### src/rtl/xbip_dsp48_macro.sv
// xbip_dsp48_macro: 3-stage signed P=(A+D)*B+C MAC; XBIP_DSP48_MACRO_CE_EN adds a CE clock-enable port
module xbip_dsp48_macro (
  input  logic               CLK,
  input  logic               SCLR,
`ifdef XBIP_DSP48_MACRO_CE_EN
  input  logic               CE,
`endif
  input  logic signed [24:0] A,
  input  logic signed [17:0] B,
  input  logic signed [47:0] C,
  input  logic signed [24:0] D,
  output logic signed [47:0] P
);
  logic w_ce;
`ifdef XBIP_DSP48_MACRO_CE_EN
  assign w_ce = CE;
`else
  assign w_ce = 1'b1;
`endif
  logic signed [24:0] r_ad1;
  logic signed [17:0] r_b1;
  logic signed [47:0] r_c1, r_c2, r_p;
  logic signed [42:0] r_m2;
  always_ff @(posedge CLK)
    if (SCLR) begin
      r_ad1 <= '0;
      r_b1  <= '0;
      r_c1  <= '0;
      r_m2  <= '0;
      r_c2  <= '0;
      r_p   <= '0;
    end else if (w_ce) begin
      r_ad1 <= A + D;
      r_b1  <= B;
      r_c1  <= C;
      r_m2  <= 43'(r_ad1) * 43'(r_b1);
      r_c2  <= r_c1;
      r_p   <= 48'(r_m2) + r_c2;
    end
  assign P = r_p;
endmodule

### config.mk
export PLATFORM = sky130hd
export DESIGN_NAME = xbip_dsp48_macro
export DESIGN_NICKNAME = d
export VERILOG_FILES = /design/src/rtl/xbip_dsp48_macro.sv
export SDC_FILE = /design/constraint.sdc
export NUM_CORES = 2
export LEC_CHECK = 0
export CAP_MARGIN = 20
export CORE_MARGIN = 2
export CORE_UTILIZATION = 60
export DETAILED_ROUTE_END_ITERATION = 8
export GPL_TIMING_DRIVEN = 1
export PLACE_DENSITY_LB_ADDON = 0.15
export SYNTH_ARGS = -nofsm -noshare
export SYNTH_HDL_FRONTEND = slang
export SYNTH_SLANG_ARGS = --single-unit
### constraint.sdc
create_clock -name CLK -period 11.2 [get_ports CLK]
set_input_delay 2.24 -clock CLK [delete_from_list [all_inputs] [get_ports CLK]]
set_output_delay 2.24 -clock CLK [all_outputs]
set_load 0.01 [all_outputs]
==> flow_results.xml <==
<?xml version="1.0" encoding="UTF-8"?>
<metrics>
  <group name="status">
    <metric name="run_status" unit="">completed</metric>
  </group>
  <group name="clock_network">
    <metric name="cts_resized" unit="">0</metric>
    <metric name="postCtsHoldBufs" unit="">0</metric>
    <metric name="clockRootBuffer" unit="">sky130_fd_sc_hd__clkbuf_16</metric>
    <metric name="clock_tree.htree_level_count" unit="">1</metric>
    <metric name="cts.path.max_buffers" unit="">3</metric>
    <metric name="numClockSinks" unit="">230</metric>
    <metric name="post-cts-setup-buffers" unit="">0</metric>
    <metric name="tritoncts.num_buffers" unit="">26</metric>
    <metric name="cts_tree" unit="">done</metric>
    <metric name="clk_pin_slew" unit="ns">0.07</metric>
    <metric name="clkLatencyLatePin" unit="ns">0.57</metric>
  </group>
  <group name="logic_synthesis">
    <metric name="synth.cell_area" unit="mm2">0.0256</metric>
    <metric name="post-synth-top-area-fraction" unit="">0.347</metric>
    <metric name="synth_enable_flop_cells" unit="">0</metric>
    <metric name="synth.area.top_cells" unit="">sky130_fd_sc_hd__fa_1 (35%), sky130_fd_sc_hd__dfxtp_1 (18%), sky130_fd_sc_hd__ha_1 (8.7%)</metric>
    <metric name="synth_async_sr_flop_share" unit="">0</metric>
    <metric name="cell_type_with_the_highest_aggregate_area_in_the_netlist" unit="">sky130_fd_sc_hd__fa_1</metric>
    <metric name="postSynthAreaPerCell" unit="um2">9.10</metric>
    <metric name="synth.net_count" unit="">3549</metric>
    <metric name="ys_seq_elements" unit="">230</metric>
    <metric name="yosysSeqAreaShare" unit="">0.180</metric>
    <metric name="ys_dominant_reg_cell" unit="">sky130_fd_sc_hd__dfxtp_1</metric>
    <metric name="synthDistinctLibCells" unit="">65</metric>
    <metric name="synth_commonest_cells" unit="">sky130_fd_sc_hd__inv_1 (521), sky130_fd_sc_hd__fa_1 (443), sky130_fd_sc_hd__nand2_1 (323), sky130_fd_sc_hd__dfxtp_1 (230), sky130_fd_sc_hd__ha_1 (178)</metric>
    <metric name="synthMostInstantiatedCell" unit="">sky130_fd_sc_hd__inv_1</metric>
    <metric name="ys_warn_count" unit="">0</metric>
    <metric name="synthCells" unit="">2810</metric>
  </group>
  <group name="final_layout">
    <metric name="layout.nets" unit="">3634</metric>
    <metric name="layoutNonFillerInstCount" unit="">3454</metric>
    <metric name="final_util" unit="">0.675</metric>
    <metric name="antenna_cells" unit="">0</metric>
    <metric name="final.fill_count" unit="">3386</metric>
    <metric name="synthToLayoutAreaGrowth" unit="%">11.0</metric>
    <metric name="post_route_cells_drive_above_1_share" unit="">0.0268</metric>
  </group>
  <group name="setup_path">
    <metric name="cpLargestDelayFamily" unit="">adder cells</metric>
    <metric name="timing.critical_path.cells" unit="">nand2_1, fa_1, fa_1, fa_1, fa_1, fa_1, fa_1, inv_1, ha_1, a21o_1, a21o_1, a2111oi_2, o21bai_1, a221oi_4, o21a_4, o21ai_2, a2111oi_4, or3_1, a21oi_2</metric>
    <metric name="timing.critical_path.from" unit="">r_b1[8]</metric>
    <metric name="cp_num_buf_inv" unit="">1</metric>
    <metric name="crit_slowest_cell" unit="">sky130_fd_sc_hd__dfxtp_1</metric>
    <metric name="worst_setup_path_start_kind" unit="">register</metric>
    <metric name="reg2regPathDepth" unit="">19</metric>
    <metric name="kind_of_capture_point_of_the_worst_setup_path" unit="">register</metric>
    <metric name="crit_fanout" unit="">25</metric>
    <metric name="reg_to_reg_slack_setup" unit="ns">4.21</metric>
    <metric name="timing.critical_path.mode_cell" unit="">sky130_fd_sc_hd__fa_1</metric>
    <metric name="timing.critical_path.depth" unit="">19</metric>
    <metric name="critPathMaxStageDelay" unit="ns">1.06</metric>
    <metric name="critPathArrivalTime" unit="ns">7.42</metric>
    <metric name="setup.worst_path.class" unit="">reg -&gt; reg</metric>
    <metric name="timing.rr.start" unit="">r_b1[8]</metric>
    <metric name="cp.required" unit="ns">11.63</metric>
    <metric name="r2r_end" unit="">r_m2[35]</metric>
  </group>
  <group name="power_and_ir_drop">
    <metric name="power.density_cell_area" unit="mW/mm2">213</metric>
    <metric name="ir_drop" unit="uV">178</metric>
    <metric name="cellLeakagePower" unit="nW">13.6</metric>
  </group>
  <group name="sta">
    <metric name="worst_slew_margin_rel" unit="">0.231</metric>
    <metric name="fin_skew" unit="ns">0.0273</metric>
    <metric name="timing.fmax" unit="MHz">143</metric>
    <metric name="final.min_clock_period" unit="ns">6.99</metric>
    <metric name="report.final.setup_viol" unit="">0</metric>
    <metric name="setup_total_negative_slack" unit="ns">0</metric>
    <metric name="maxSlewViolCount" unit="">0</metric>
    <metric name="grt_setup_unrepaired" unit="">false</metric>
    <metric name="worst_slew_pin_slew" unit="ns">1.15</metric>
    <metric name="final-hold-violation-count" unit="">0</metric>
    <metric name="timing.final.crit_share" unit="">0.624</metric>
  </group>
  <group name="floorplanning">
    <metric name="die-width" unit="um">210</metric>
    <metric name="vert_die_dim" unit="um">210</metric>
    <metric name="core_area" unit="mm2">0.0420</metric>
    <metric name="ios" unit="">166</metric>
    <metric name="design.die.area" unit="mm2">0.0443</metric>
    <metric name="number_of_rows_in_the_core_area" unit="">75</metric>
    <metric name="floorplan.initialDensity" unit="">0.608</metric>
  </group>
  <group name="placed_design">
    <metric name="count_of_placed_standard_cells_including_taps" unit="">3406</metric>
    <metric name="gp_congestion" unit="">0.970</metric>
    <metric name="place.detailed.hpwl" unit="um">52100</metric>
    <metric name="buffer_ports.inserted" unit="">165</metric>
  </group>
  <group name="grt">
    <metric name="grt_max_degree" unit="">96</metric>
    <metric name="globalRouteOverflowTotal" unit="">0</metric>
    <metric name="grt_use_met3" unit="">0.0796</metric>
    <metric name="grt_use_total" unit="">0.303</metric>
    <metric name="global_route.peak_usage_layer" unit="">met2</metric>
    <metric name="gr-usage-met2" unit="">0.498</metric>
    <metric name="antenna_found_initial" unit="">1</metric>
    <metric name="grt_pass1_vias" unit="">20000</metric>
    <metric name="grt_pass1_wl" unit="um">104000</metric>
    <metric name="grt_use_met1" unit="">0.393</metric>
  </group>
  <group name="route">
    <metric name="post_drt_via_cell_ratio" unit="">5.47</metric>
    <metric name="ant_nets" unit="">0</metric>
    <metric name="avgRoutedWirePerCell" unit="um">18.9</metric>
    <metric name="vias" unit="">18900</metric>
    <metric name="drt_pass1_iterations" unit="">5</metric>
    <metric name="drc" unit="">0</metric>
    <metric name="route.final.wire_length" unit="um">65300</metric>
    <metric name="drt_iter0_markers" unit="">1396</metric>
  </group>
  <group name="flow_run">
    <metric name="maxCapViolCount" unit="">0</metric>
  </group>
  <group name="min_path">
    <metric name="worstHoldEndpoint" unit="">r_c2[4]</metric>
    <metric name="hold-path-cell-count" unit="">1</metric>
    <metric name="hold_class" unit="">reg -&gt; reg</metric>
    <metric name="min-delay-start" unit="">r_c1[4]</metric>
  </group>
</metrics>
-- sequential cells by signal, summed over array words and instances, names as in the netlist --
register  cells
r_ad1        25
r_c2         48
r_b1         18
r_c1         48
P            48
r_m2         43
-- logic make-up after synthesis --
family                     after synthesis  share of synthesized area
and+or+nand+nor                        889                      0.170
buffers and inverters                  637                     0.0942
adders and majority gates              621                      0.434
AOI/OAI and AO/OA                      335                     0.0879
DFF                                    230                      0.180
xor gates and xnor gates                97                     0.0332
muxes                                    1                   0.000440
-- placed cells by master, fill, tap and decap left out, types with 64 or more instances in the layout --
| master | n |
|---|---|
| sky130_fd_sc_hd__fa_1 | 443 |
| sky130_fd_sc_hd__ha_1 | 178 |
| sky130_fd_sc_hd__and2_1 | 176 |
| sky130_fd_sc_hd__nand2_1 | 323 |
| sky130_fd_sc_hd__inv_1 | 521 |
| sky130_fd_sc_hd__nor2_1 | 148 |
| sky130_fd_sc_hd__a21o_1 | 64 |
| sky130_fd_sc_hd__nor2b_1 | 136 |
| sky130_fd_sc_hd__clkdlybuf4s50_1 | 164 |
| sky130_fd_sc_hd__dfxtp_1 | 230 |
| sky130_fd_sc_hd__a21oi_1 | 102 |
-- how the worst max path moves through the flow --
stage and end:
2_1_floorplan r_m2[35], 5_1_grt r_m2[35], 3_3_place_gp r_m2[35], 3_5_place_dp r_m2[35], 6_report r_m2[35], 4_1_cts r_m2[35]
-- final cells by class --
type / count / area (um2) / share of cell area
Sequential cell: 230 / 4600 / 0.162
Timing Repair Buffer: 173 / 1710 / 0.0604
Tap cell: 539 / 674 / 0.0238
Multi-Input combinational cell: 1943 / 18600 / 0.654
Clock buffer: 33 / 707 / 0.0249
Inverter: 521 / 1960 / 0.0689
Clock inverter: 15 / 165 / 0.00582
-- report_power, final --
| group | leakage [nW] | switching, W | internal [W] |
|---|---|---|---|
| Clock | 0.433 | 0.000364 | 0.000500 |
| Combinational | 11.2 | 0.00237 | 0.00170 |
| Sequential | 1.91 | 0.000160 | 0.000966 |
-- worst register-to-register path, delay by kind of cell, from the launching register on --
kind	cells	cell delay, ns
compound gates	9	2.07
fa+ha+maj	7	3.35
buf+inv	1	0.04
flops	1	1.06
simple gates	2	0.35
-- metal layers --
layer  vias to the layer above  wire length [um]
met3                       128              5480
met4                         2              2170
met2                       683             30700
met5                         -                12
li1                       8747                 -
met1                      9342             26900
-- through the flow --
step                hold WS, ns  area (um2)  power, W  setup slack (ns)
floorplan                 0.414       25600   0.00399              4.79
global placement          0.420       27500   0.00510              4.38
detailed placement        0.423       27500   0.00517              4.30
CTS                       0.437       28400   0.00606              4.25
global route              0.446       28400   0.00661              3.85
finish                    0.435       28400   0.00606              4.21
Note: power is estimated with default switching activity, not from simulation.
